### config.mk
export PLATFORM = sky130hd
export DESIGN_NAME = present_spawner
export DESIGN_NICKNAME = d
export VERILOG_FILES = /design/src/rtl/game_pkg.sv /design/src/rtl/lfsr16.sv /design/src/rtl/present_spawner.sv
export SDC_FILE = /design/constraint.sdc
export NUM_CORES = 1
export LEC_CHECK = 0
export CORE_MARGIN = 2
export CORE_UTILIZATION = 35
export CTS_BUF_LIST = sky130_fd_sc_hd__clkbuf_2
export DETAILED_ROUTE_END_ITERATION = 10
export SETUP_SLACK_MARGIN = 0.1
export SLEW_MARGIN = 10
export SYNTH_ARGS = -nofsm -noshare
export SYNTH_HDL_FRONTEND = slang
export SYNTH_SLANG_ARGS = --single-unit
### constraint.sdc
create_clock -name clk -period 3.3 [get_ports clk]
set_clock_uncertainty 0.15 [all_clocks]
set_input_delay 0.495 -clock clk [delete_from_list [all_inputs] [get_ports clk]]
set_output_delay 0.495 -clock clk [all_outputs]
set_load 0.05 [all_outputs]
### src/rtl/game_pkg.sv
// Shared game-level types, screen geometry and small datapath helpers.
package game_pkg;

  typedef enum logic [1:0] {PRES_LIFE, PRES_ROPE, PRES_SPEED, PRES_IMMORTAL} present_t;

  typedef enum logic [1:0] {ST_IDLE, ST_FALLING, ST_LANDED} spawn_state_t;

  localparam logic [10:0] SCREEN_W  = 11'd640;
  localparam logic [10:0] SCREEN_H  = 11'd480;
  localparam logic [10:0] SPRITE_WH = 11'd32;

  function automatic logic [10:0] clamp11(input logic [10:0] v, input logic [10:0] hi);
    clamp11 = (v > hi) ? hi : v;
  endfunction

endpackage

### src/rtl/lfsr16.sv
// Free-running 16-bit Fibonacci LFSR (taps 16,14,13,11), right-shifting.
module lfsr16 #(
  parameter logic [15:0] SEED = 16'hACE1
) (
  input  logic        clk,
  input  logic        reset,
  output logic [15:0] q
);

  logic [15:0] q_d;
  logic [15:0] q_q;

  // Next value: feedback from taps enters at the MSB.
  always_comb begin
    q_d = {q_q[0] ^ q_q[2] ^ q_q[3] ^ q_q[5], q_q[15:1]};
  end

  // State register.
  always_ff @(posedge clk or posedge reset) begin
    if (reset) begin
      q_q <= SEED;
    end else begin
      q_q <= q_d;
    end
  end

  assign q = q_q;

endmodule

### src/rtl/present_spawner.sv
// Bonus present spawner: spawns one present at the popped ball, drops it to
// the floor, times its life there and clears it on collection or play end.
module present_spawner
  import game_pkg::*;
#(
  parameter logic [10:0] FLOOR_Y   = 11'd440,
  parameter logic [10:0] X_MAX     = 11'd607,
  parameter logic [10:0] FALL_STEP = 11'd2,
  parameter logic [2:0]  LIFETIME  = 3'd5,
  parameter logic [2:0]  BLINK_AT  = 3'd2,
  parameter logic [15:0] LFSR_SEED = 16'hACE1
) (
  input  logic        clk,
  input  logic        reset,
  input  logic        startOfFrame,
  input  logic        secClk,
  input  logic        playmodeEnable,
  input  logic        presentDrop,
  input  logic [10:0] dropX,
  input  logic [10:0] dropY,
  input  logic        col_present,
  output logic [1:0]  presentChance,
  output logic [1:0]  presentType,
  output logic        presentActive,
  output logic [10:0] presentX,
  output logic [10:0] presentY,
  output logic        presentBlink
);

  logic [15:0]  lfsr_q;
  logic [11:0]  lfsr_unused;
  spawn_state_t state_q, state_d;
  present_t     type_q, type_d;
  logic [10:0]  x_q, x_d, y_q, y_d;
  logic [2:0]   timer_q, timer_d;
  logic [1:0]   chance_q, chance_d;
  logic         blink_q, blink_d;
  logic [11:0]  y_step;

  lfsr16 #(.SEED(LFSR_SEED)) u_lfsr (
    .clk  (clk),
    .reset(reset),
    .q    (lfsr_q)
  );

  assign lfsr_unused = lfsr_q[15:4];

  // Next-state and datapath; priority is play end, collection, spawn, motion.
  always_comb begin
    state_d  = state_q;
    type_d   = type_q;
    x_d      = x_q;
    y_d      = y_q;
    timer_d  = timer_q;
    chance_d = lfsr_q[1:0];
    y_step   = {1'b0, y_q} + {1'b0, FALL_STEP};
    if (!playmodeEnable) begin
      state_d = ST_IDLE;
    end else if (col_present && (state_q != ST_IDLE)) begin
      state_d = ST_IDLE;
    end else begin
      case (state_q)
        ST_IDLE: begin
          if (presentDrop) begin
            state_d = ST_FALLING;
            x_d     = clamp11(dropX, X_MAX);
            y_d     = clamp11(dropY, FLOOR_Y);
            type_d  = present_t'(lfsr_q[3:2]);
          end else begin
            state_d = ST_IDLE;
          end
        end
        ST_FALLING: begin
          if (startOfFrame) begin
            if (y_step >= {1'b0, FLOOR_Y}) begin
              y_d     = FLOOR_Y;
              timer_d = LIFETIME;
              state_d = ST_LANDED;
            end else begin
              y_d = y_step[10:0];
            end
          end else begin
            y_d = y_q;
          end
        end
        ST_LANDED: begin
          if (secClk) begin
            if (timer_q == 3'd0) begin
              state_d = ST_IDLE;
            end else begin
              timer_d = timer_q - 3'd1;
            end
          end else begin
            timer_d = timer_q;
          end
        end
        default: begin
          state_d = ST_IDLE;
        end
      endcase
    end
    blink_d = (state_d == ST_LANDED) && (timer_d <= BLINK_AT);
  end

  // State and output registers.
  always_ff @(posedge clk or posedge reset) begin
    if (reset) begin
      state_q  <= ST_IDLE;
      type_q   <= PRES_LIFE;
      x_q      <= 11'd0;
      y_q      <= 11'd0;
      timer_q  <= 3'd0;
      chance_q <= LFSR_SEED[1:0];
      blink_q  <= 1'b0;
    end else begin
      state_q  <= state_d;
      type_q   <= type_d;
      x_q      <= x_d;
      y_q      <= y_d;
      timer_q  <= timer_d;
      chance_q <= chance_d;
      blink_q  <= blink_d;
    end
  end

  assign presentChance = chance_q;
  assign presentType   = type_q;
  assign presentActive = (state_q != ST_IDLE);
  assign presentX      = x_q;
  assign presentY      = y_q;
  assign presentBlink  = blink_q;

endmodule

==> results of run 1 <==
-- stage by stage --
step / instances / instance area (um2)
floorplan: 220 / 2266
global placement: 350 / 2912
detailed placement: 350 / 2912
global route: 358 / 2983
finish: 358 / 2983
CTS: 358 / 2983
-- Yosys cell counts, types with 3 or more instances --
| cell type | number | share of area, % |
|---|---|---|
| a21o_1 | 4 | 1.3 |
| a21oi_1 | 9 | 2.0 |
| a22o_1 | 3 | 1.2 |
| and2_1 | 3 | 0.83 |
| clkbuf_1 | 4 | 0.66 |
| dfrtp_1 | 39 | 43 |
| dfstp_2 | 9 | 10 |
| ha_1 | 7 | 3.9 |
| inv_1 | 15 | 2.5 |
| nand2_1 | 39 | 6.5 |
| nand3_1 | 6 | 1.3 |
| nor2_1 | 8 | 1.3 |
| nor2b_1 | 3 | 0.83 |
| o21ai_0 | 24 | 5.3 |
| o22ai_1 | 3 | 0.83 |
| or3_1 | 3 | 0.83 |
-- flip-flops by register name, summed over array words and instances (netlist names) --
name / cells
state_q: 2
presentChance: 2
presentType: 2
timer_q: 3
presentX: 11
presentBlink: 1
u_lfsr.q: 16
presentY: 11
-- power groups by stage --
stage,registers [mW],logic (mW),clock network (mW)
4_1_cts,0.719,0.681,0.344
3_5_place_dp,0.728,0.680,0
2_1_floorplan,0.892,0.301,0
6_report,0.718,0.675,0.324
5_1_grt,0.730,0.741,0.368
3_3_place_gp,0.727,0.676,0
-- path summary, 6_finish.rpt --
path / startpoint / to / slack [ns] / cells past startpoint
min: u_lfsr.q[6]$_DFF_PP1_ / u_lfsr.q[5]$_DFF_PP1_ / 0.21 / 0
max in group asynchronous: reset / u_lfsr.q[6]$_DFF_PP1_ / 1.90 / 3
min reg2reg: u_lfsr.q[6]$_DFF_PP1_ / u_lfsr.q[5]$_DFF_PP1_ / 0.21 / 0
max: state_q[0]$_DFF_PP0_ / presentActive / 0.58 / 4
max reg2reg: presentY[1]$_DFFE_PP0P_ / presentBlink$_DFF_PP0_ / 0.64 / 7
min in group asynchronous: reset / presentY[5]$_DFFE_PP0P_ / 0.41 / 2
-- metal layers --
layer	vias up	wire length, um	part of all wire, %
li1	897	-	-
met1	841	2300	46
met2	46	2167	44
met3	7	417	8.4
met4	0	65	1.3
met5	-	0	0
-- final cells by class --
class / count / area [um2]
well taps: 77 / 96.34
flip-flops and latches: 48 / 1212
fillers: 634 / 3331
clock buffers: 5 / 25.02
clock inverters: 3 / 46.29
multi-input cells: 152 / 970.9
inverters: 15 / 56.30
repair buffers: 58 / 575.6
-- cell families after synthesis --
kind of cell / Yosys count / share of synthesized area [%]
buffers and inverters: 20 / 3.644
adders and majority gates: 7 / 3.865
DFF: 48 / 53.51
xor gates and xnor gates: 3 / 1.160
and+or+nand+nor: 75 / 16.29
AOI/OAI and AO/OA: 67 / 21.54
==> results.md, run 1 <==
- The utilization after layout is 47.25%.
- Grouping stages by cell kind, the critical path spends the most delay in buffers and inverters.
- The detailed-route wire length is 4951 um.
- After global routing the overflow that remains totals 0.
- For this run, the number of Yosys warnings is 0.
- The relative contribution of sequential cells to total power is 41.8%.
- In this run the count of I/O pins placed on the die edge is 57.
- The detailed router finished its first iteration with 94 violations.
- The initial antenna violation count is 0.
- The floorplan has 29 rows.
- The first global-routing pass estimated 8424 um of wire.
- Across all setup checks in the final design, the least slack found is 0.5839 ns.
- Prior to clock tree synthesis, the placed netlist has a worst setup slack of 0.6754 ns.
- In the final design database the tool counted 316 nets.
- Leaving out fill and tap cells, the most frequent cell in the layout is clkdlybuf4s50_1.
- The via-per-instance ratio is 5.003.
- Setup repair after global routing left no endpoint under its margin.
- Entering global routing, the biggest net connects 48 pins.
- The number of global-route vias before repair is 1807.
- The pre-antenna-repair detailed-routing pass consisted of 4 iterations.
- The post-synthesis net count is 256.
- The horizontal extent of the die is 84.46 um.
- Along the worst path, the maximum fanout reaches 6.
- The maximum root-to-sink buffer count is 2.
- STA classifies the critical path startpoint as a flip-flop.
- The critical path goes through inv_1, ha_1, inv_1, clkdlybuf4s50_1.
- On the final layout, the worst hold slack is 0.2144 ns.
- For the worst setup path, the data arrival time is 2.07 ns.
- The die area is 7133 um2.
- The share of total power in combinational logic is 39.3%.
- The power density normalized to cell area is 575.6 nW/um2.
- Clock latency on the worst-skew pair, taken at its later pin, is 0.42 ns.
- The total chip power is 1.717 mW.
- The cell count after synthesis is 220.
- The number of failing hold endpoints at the final stage is 0.
- The number of slew-limit violations in the final report is 0.
- The synthesis-stage register bit count is 48.
- The library cells used most frequently in the layout, excluding fill and tap cells, are clkdlybuf4s50_1, nand2_1, dfrtp_1.
- The number of antenna-violating nets in the routed design is 0.
- The capturing element type of the critical path is a primary output.
- The flow ran to the end, and the final reports show no timing, DRC or antenna violations.
- Setup violations remaining at the end of the flow were counted as 0.
- The met3 usage in global routing is 6.686%.
- The total number of H-tree levels is 2.
- Cells with a size suffix above 1 make up 11.03% of the layout.
- The critical path's largest stage delay is 0.79 ns.
- The aggregate global-route resource usage is 14.76%.
- After layout, the worst path uses 82.31% of the clock period.
- The layout-stage area growth over the synthesis result is 31.64%.
- The global routing met1 resource utilization is 19.16%.
- Clock tree synthesis found a total of 48 sinks.
- Max-cap violations in this run came to 0.
- Derived from the worst setup path, the maximum achievable clock frequency is 0.3682 GHz.
- The repair_antennas step left the layout with diodes totalling 0.
- Summed over all nets, the half-perimeter wirelength after detailed placement is 3689 um.
- The most numerous cell on the critical path is inv_1.
- The synthesized area divided by synthesized cell count is 10.30 um2.
- The switching share of power is 39.95%.
- The number of synthesized flops with an enable pin is 0.
- In this run the clock root is driven by a clkbuf_2.
- Summed over all cells, the static leakage comes to 1.310 nW.
- Yosys mapped the design onto 49 distinct sky130hd cell types.
- In the global route stage, met2 resource usage came out at 21.93%.
- The slowest stage of the critical path is the clkdlybuf4s50_1 cell.
- The number of DRC violations after detailed routing is 0.
- The clock network is responsible for 18.9% of the overall power.
- The portion of the post-synthesis area used by sequential elements is 53.51%.
- The total internal power is 1.031 mW.
- The floorplan step set the die height to 84.46 um.
- The number of clock buffers added by TritonCTS is 5.
- The post-cts gate resize count is 0.
- Input and output buffers added on the ports amount to 56.
- Hold repair after CTS inserted 0 buffers.
- For this design the total switching power over the nets is 0.6859 mW.
- The global routing's busiest layer is met2.
- Together, buffers and inverters on the worst path number 3.
- Buffers added to address setup during post-CTS repair amount to 0.
- The required time of the critical path is 2.65 ns.
- The critical path class is reg2out.
- The async set-reset flop share out of synthesis is 100.0%.
- The wire length per cell is 13.83 um.
- For this block, the via count after detailed routing is 1791.
- IR analysis of the VDD net gives a maximum drop of 0.2619 mV.
- At the pin with the least slew margin, the transition time is 0.9385 ns.
- The final critical-path required period is 2.716 ns.
- The TritonCTS clock tree is yes.
- The worst hold path belongs to the class reg2reg.
- The clock-pin slew on the worst setup and hold paths is 0.26 ns.
- The mapped netlist covers 2266 um2.
- The routability congestion estimate is 0.8097.
- After floorplanning, the core was sized to cover 6314 um2.
- Among all flip-flop cells after synthesis, the most frequent one is dfrtp_1.
- For this configuration, the core starts out at a cell density of 35.89%.
- After routing, the total negative slack on setup checks comes to 0 ns.
- Headroom to the max-slew limit came out at 37.34%.
Power figures use the tool's default switching activity.
==> run 2: changes to the inputs <==
Clock period 3.3 ns to 2.8 ns, I/O delays scaled along.
==> run 2 against run 1 <==
Compared with the run above: sequential share of layout area fell by 0.22 points; non-clock buffer count grew 2; flip-flop and latch count unchanged; sequential power rose by 18%; core utilization is 0.36 points higher; critical path depth increased by 3; cell area is 0.75% higher; worst hold slack lost 0.063 ns; count of clock-buffer cells in the layout is the same; final cell count increased by 0.56%; highest routed layer unchanged; critical endpoint is now presentBlink$_DFF_PP0_.
==> results.md, run 2 (synthesis gave the netlist of run 1 again) <==
- Derived from the worst setup path, the maximum achievable clock frequency is 0.3914 GHz.
- The final worst-path cycle share is 91.25%.
- The clock drives 48 sinks.
- Adding up every negative setup slack in the final design gives 0 ns.
- The setup slack at placement is 0.2018 ns.
- The die area is 7133 um2.
- The worst pin sits at a relative slew slack of 63.98%.
- Routability-driven placement finished with a final weighted congestion of 0.7894.
- The maximum root-to-sink buffer count is 2.
- In the detailed route, the total length drawn on met3 is 375 um.
- The antenna diode count is 0.
- The clock tree root buffer cell is clkbuf_2.
- The aggregate global-route resource usage is 14.91%.
- The worst setup path is captured at a flip-flop.
- TritonCTS built the clock tree.
- The launch point of the critical path is presentY[1]$_DFFE_PP0P_.
- The number of slew-limit violations in the final report is 0.
- The analysis attributes to cell leakage a power of 1.335 nW.
- Across the whole layout, storage elements account for 1215 um2.
- The count of boundary I/O pins is 57.
- The detailed router finished its first iteration with 90 violations.
- The top metal layer carrying routed signals is met4.
- The slowest cell on the critical path is or4b_4.
- The worst register-to-register path begins at presentY[1]$_DFFE_PP0P_.
- The hold buffer count at cts is 0.
- The number of flip-flops under the largest register name is 16.
- Detailed placement ended at an HPWL of 3753 um.
- The via-per-instance ratio is 5.061.
- STA classifies the critical path startpoint as a flip-flop.
- The number of iterations in the first detailed-routing pass is 4.
- From left edge to right edge, the die measures 84.46 um.
- The final route contains 1822 vias.
- TritonCTS created 5 clock buffers.
- The worst endpoint data arrival time is 2.70 ns.
- The area growth from synthesis to layout is 32.63%.
- The register-to-register setup slack is 0.24 ns.
- The global-route wire length before repair is 8659 um.
- At the end of the flow, the number of nets in the layout was 318.
- The number of buffers added for setup after CTS is 0.
- The largest single stage delay on the critical path is 0.59 ns.
- The run finished with clean final reports.
- Setup violations remaining at the end of the flow were counted as 0.
- The worst setup slack after layout is 0.2449 ns.
- The wire length on met2 is 2318 um.
- The required time of the critical path is 2.95 ns.
- The H-tree generated during clock tree synthesis spans 2 levels.
- In the final layout, the multi-input gates occupy 977.2 um2.
- The critical path class is reg2reg.
- The detail route stage leaves a number of antenna-violating nets equal to 0.
- Across the VDD grid, the largest voltage drop is 0.3004 mV.
- The vertical die dimension is 84.46 um.
- The share of layout cells above drive strength 1 is 12.37%.
- The floorplan step defined a core boundary enclosing 6314 um2.
- The routed length on met1 is 2309 um.
- The actual transition at the worst max-transition pin is 0.5335 ns.
- For this configuration, the core starts out at a cell density of 35.89%.
- Of all nets on the critical path, the largest fanout is 11.
- The latest clock arrival within the worst-skew pair is 0.40 ns.
- The initial antenna violation count is 0.
- The most common library cell in the layout ignoring fill and taps is clkdlybuf4s50_1.
- The floorplan row count is 29.
- After detailed routing, the number of remaining DRC violations is 0.
- Traced cell by cell, the critical path runs through ha_1, nand4_4, or4b_4, a21boi_4, o21ai_2, o221ai_2, a2111oi_2.
- The number of global-route vias before repair is 1824.
- Dividing total power by cell area gives a power density of 674.9 nW/um2.
- The min-delay analysis places its worst path in the category in2async.
- The layout has 620 filler cells.
- The largest delay contributor family on the critical path is compound AO/OA/AOI/OAI gates.
- Across the run, the number of max-cap violations was 0.
- In the final routed layout, each cell accounts on average for 13.94 um.
- The number of failing hold endpoints at the final stage is 0.
- The clock-pin slew on the worst setup and hold paths is 0.24 ns.
- In the layout the commonest cells are clkdlybuf4s50_1, nand2_1, dfrtp_1.
- The total grt overflow is 0.
- The largest net degree at the start of global routing is 32.
- After detailed routing, the total wire length is 5019 um.
- The final critical-path required period is 2.555 ns.
- Setup repair after global routing left no endpoint under its margin.
- The port buffer count is 56.
- The buffering stage count on the worst path with inverters included is 0.
==> run 2: through the flow <==
step | power (mW) | hold slack (ns) | area [um2] | std cells | utilization [%]
global route | 2.159 | 0.1162 | 3005 | 360 | 47.60
finish | 2.028 | 0.1515 | 3005 | 360 | 47.60
CTS | 2.046 | 0.1137 | 2997 | 360 | 47.46
floorplan | 1.408 | 0.1812 | 2268 | 220 | -
global placement | 1.659 | 0.1851 | 2929 | 352 | 46.39
detailed placement | 1.664 | 0.1867 | 2929 | 352 | 46.39
==> run 2: per-layer routing <==
layer | global-route usage [%] | up-vias
met5 | 0 | -
met4 | 3.030 | 0
met3 | 5.605 | 2
met2 | 23.52 | 50
met1 | 19.86 | 869
li1 | - | 901
==> run 2: power breakdown <==
part | leakage (nW) | switching (mW) | internal (mW)
clock | 0.0406 | 0.222 | 0.150
sequential | 0.587 | 0.0778 | 0.770
combinational | 0.707 | 0.511 | 0.298
==> run 2: cell type report <==
type	count	area share, %
sequential	48	40.42
tap	77	3.206
multi-input combinational	152	32.51
clock inverter	3	1.415
inverter	15	1.873
clock buffer	5	0.8326
timing repair buffer	60	19.73
==> run 2: final timing paths <==
| check | endpoint | depth (start not counted) |
|---|---|---|
| worst max-delay path | presentBlink$_DFF_PP0_ | 7 |
| worst min-delay path | presentY[2]$_DFFE_PP0P_ | 3 |
| worst max register to register | presentBlink$_DFF_PP0_ | 7 |
| worst min register to register | u_lfsr.q[6]$_DFF_PP1_ | 0 |
| max in group asynchronous | u_lfsr.q[7]$_DFF_PP1_ | 3 |
| min in group clk | u_lfsr.q[6]$_DFF_PP1_ | 0 |
==> run 2: worst reg2reg max path, stage by stage (launching register included) <==
cell       delay, ns
dfrtp_2         0.46
ha_1            0.30
nand4_4         0.16
or4b_4          0.59
a21boi_4        0.23
o21ai_2         0.20
o221ai_2        0.26
a2111oi_2       0.10
==> run 2: what timing repair did <==
action | in CTS | in global routing
gates resized for setup | 0 | 2
endpoints found under the hold margin | 0 | 0
endpoints found under the setup margin | 0 | 2
==> run 3: changes to the inputs <==
Settings changed: CORE_MARGIN 2 to not set.
==> run 3 against run 2 <==
Compared with the run above: total power is 0.75% higher; global-route usage up 1.3 points; core utilization is 1.8 points higher; largest cell class unchanged; routed wire length down 2.7%; final cell count is 0.56% lower; cell area grew 0.13%; maximum frequency about the same; combinational power about the same; critical endpoint unchanged; critical path type unchanged; flip-flop and latch count did not move; register-to-register slack hardly changed; sequential power is essentially flat.
==> results.md, run 3 (synthesis gave the netlist of run 1 again) <==
- Measured along the x axis, the die boundary spans 82.46 um.
- The peak ir drop on the vdd network is 0.3318 mV.
- Clock-pin slew was measured on the worst setup and hold paths at 0.27 ns.
- The sort of element at the start of the critical path is a flip-flop.
- The later pin in the worst-skew pair is clocked with a latency of 0.42 ns.
- The number of nets in the layout is 318.
- For the worst setup path, the data required time is 2.94 ns.
- For this run, the number of standard cells in the final layout without fillers is 358.
- Using the TritonRoute via totals, the vias-per-cell ratio works out to 5.078.
- The floorplan has 28 rows.
- The run finished with clean final reports.
- During placement, the flow inserted port buffers numbering 56.
- Clock tree synthesis found a total of 48 sinks.
- Once placement completed, the tool counted placed cells totaling 350.
- The routed layout has 1818 vias.
- The number of violations reported at the end of detailed-routing iteration 0 is 84.
- Once detail routing completed, the nets flagged for antenna violations numbered 0.
- The type of the most critical hold path is in2async.
- In the routed design, unresolved DRC markers number 0.
- Power comes to 2.044 mW.
- The count of max-cap constraint violations is 0.
- For the worst setup path, the data arrival time is 2.69 ns.
- The number of failing hold endpoints at the final stage is 0.
- The biggest fanout along the worst timing path is 11.
- Dividing total power by cell area gives a power density of 679.2 nW/um2.
- The clock tree root buffer cell is clkbuf_2.
- The total grt overflow is 0.
- The hold buffer count at cts is 0.
- The first detailed-routing pass took 4 iterations.
- Setup violations remaining at the end of the flow were counted as 0.
- The global-route wire length before repair is 8252 um.
- The destination of the worst register-to-register timing path is presentBlink$_DFF_PP0_.
- Global routing used 16.18% of the available tracks across all layers.
- The library cell used most frequently in the layout, excluding fill and tap cells, is clkdlybuf4s50_1.
- The final worst-path cycle share is 91.20%.
- The initial antenna violation count is 0.
- The antenna diode count is 0.
- After routing the design area is 3009 um2.
- The number of global-route vias before repair is 1717.
- Once the floorplan was initialized, standard cells occupied 37.17% of the core.
- After floorplanning, the core was sized to cover 6096 um2.
- The fill cell total of the finished layout is 592.
- At the pin with the least slew margin, the transition time is 0.6435 ns.
- The share of layout cells above drive strength 1 is 13.07%.
- The worst register-to-register path begins at presentY[1]$_DFFE_PP0P_.
- The number of clock buffers added by TritonCTS is 5.
- The final critical-path required period is 2.554 ns.
- The critical path is of the reg2reg type.
- The routability congestion estimate is 0.8150.
- From synthesis to final layout, the design area changed by 32.80%.
- Leaving out fill and tap cells, the most frequent cells in the layout are clkdlybuf4s50_1, nand2_1, dfrtp_1.
- 57 I/O pins were placed.
- The largest net degree at the start of global routing is 32.
- The H-tree generated during clock tree synthesis spans 2 levels.
- After detailed routing, the average wire length per cell comes to 13.64 um.
- The vertical die dimension is 82.46 um.
- The register with the most flip-flops in the layout has 16 of them.
- Based on the critical path, the design can be clocked at up to 0.3916 GHz.
- The die area is 6800 um2.
- Setup repair after global routing left no endpoint under its margin.
- The depth of the worst register-to-register path is 7.
- The number of slew-limit violations in the final report is 0.
- In the final timing run, aggregate negative setup slack is 0 ns.
- Summed over all nets, the half-perimeter wirelength after detailed placement is 3573 um.
- The worst slew slack as a fraction of its limit is 57.04%.
- The capturing element type of the critical path is a flip-flop.
- TritonCTS built the clock tree.
- The register-to-register setup slack is 0.25 ns.
- The clock passes through at most 2 buffers.
- Once placement finished, the instance area stood at 2927 um2.
- For this design the static power due to leakage is 1.332 nW.
- The routed design has 4882 um of wire.
## run 3: cell types whose count changed in the layout (fill, tap and decap cells not counted), sizes merged
cell / previous run / this run
clkinv: 2 / 0
clkinvlp: 0 / 1
inv: 15 / 16
## run 3: where the power goes
part	internal, mW	switching, mW
Clock	0.154	0.233
Combinational	0.299	0.507
Sequential	0.770	0.0798
Total	1.22	0.821
## run 3: metrics by stage
stage          utilization, %  hold WS, ns  setup WS (ns)
2_1_floorplan               -       0.1812         0.2295
3_3_place_gp            48.01       0.1851         0.2671
6_report                49.36       0.2127         0.2465
4_1_cts                 49.18       0.1939         0.1127
5_1_grt                 49.36       0.2103         0.1567
3_5_place_dp            48.01       0.1879         0.1756
## run 3: cell type report
cell class,instances,area (um2),share of cell area (%)
inverter,15,56.30,1.871
clock inverter,3,46.29,1.538
tap,75,93.84,3.118
timing repair buffer,60,593.1,19.71
clock buffer,5,25.02,0.8316
multi-input combinational,152,979.7,32.56
sequential,48,1215,40.37
## run 3: worst max-delay path by stage
stage / startpoint / to / cells after the start
floorplan: presentY[1]$_DFFE_PP0P_ / presentY[2]$_DFFE_PP0P_ / 8
global route: presentY[1]$_DFFE_PP0P_ / presentBlink$_DFF_PP0_ / 7
finish: presentY[1]$_DFFE_PP0P_ / presentBlink$_DFF_PP0_ / 7
global placement: presentY[1]$_DFFE_PP0P_ / presentBlink$_DFF_PP0_ / 7
detailed placement: presentY[1]$_DFFE_PP0P_ / presentBlink$_DFF_PP0_ / 7
CTS: presentY[1]$_DFFE_PP0P_ / presentBlink$_DFF_PP0_ / 7
## run 3: repair_timing
action,4_1_cts,5_1_grt
endpoints found under the setup margin,0,2
buffers inserted,0,0
resized for setup,0,3
endpoints found under the hold margin,0,0
## run 3: routing by layer
| layer | vias up | part of all wire (%) | GRT usage (%) |
|---|---|---|---|
| met5 | - | 0 | 0 |
| met4 | 0 | 0.51 | 4.211 |
| met3 | 2 | 6.7 | 5.055 |
| met2 | 49 | 44 | 25.37 |
| met1 | 854 | 49 | 21.59 |
| li1 | 913 | - | - |
## run 3: worst max-delay path: stages (launching register included)
cell       delay (ns)
dfrtp_2          0.47
ha_2             0.27
nand4_4          0.14
or4b_4           0.59
a21boi_4         0.24
o21ai_2          0.21
o221ai_2         0.26
a2111oi_2        0.10
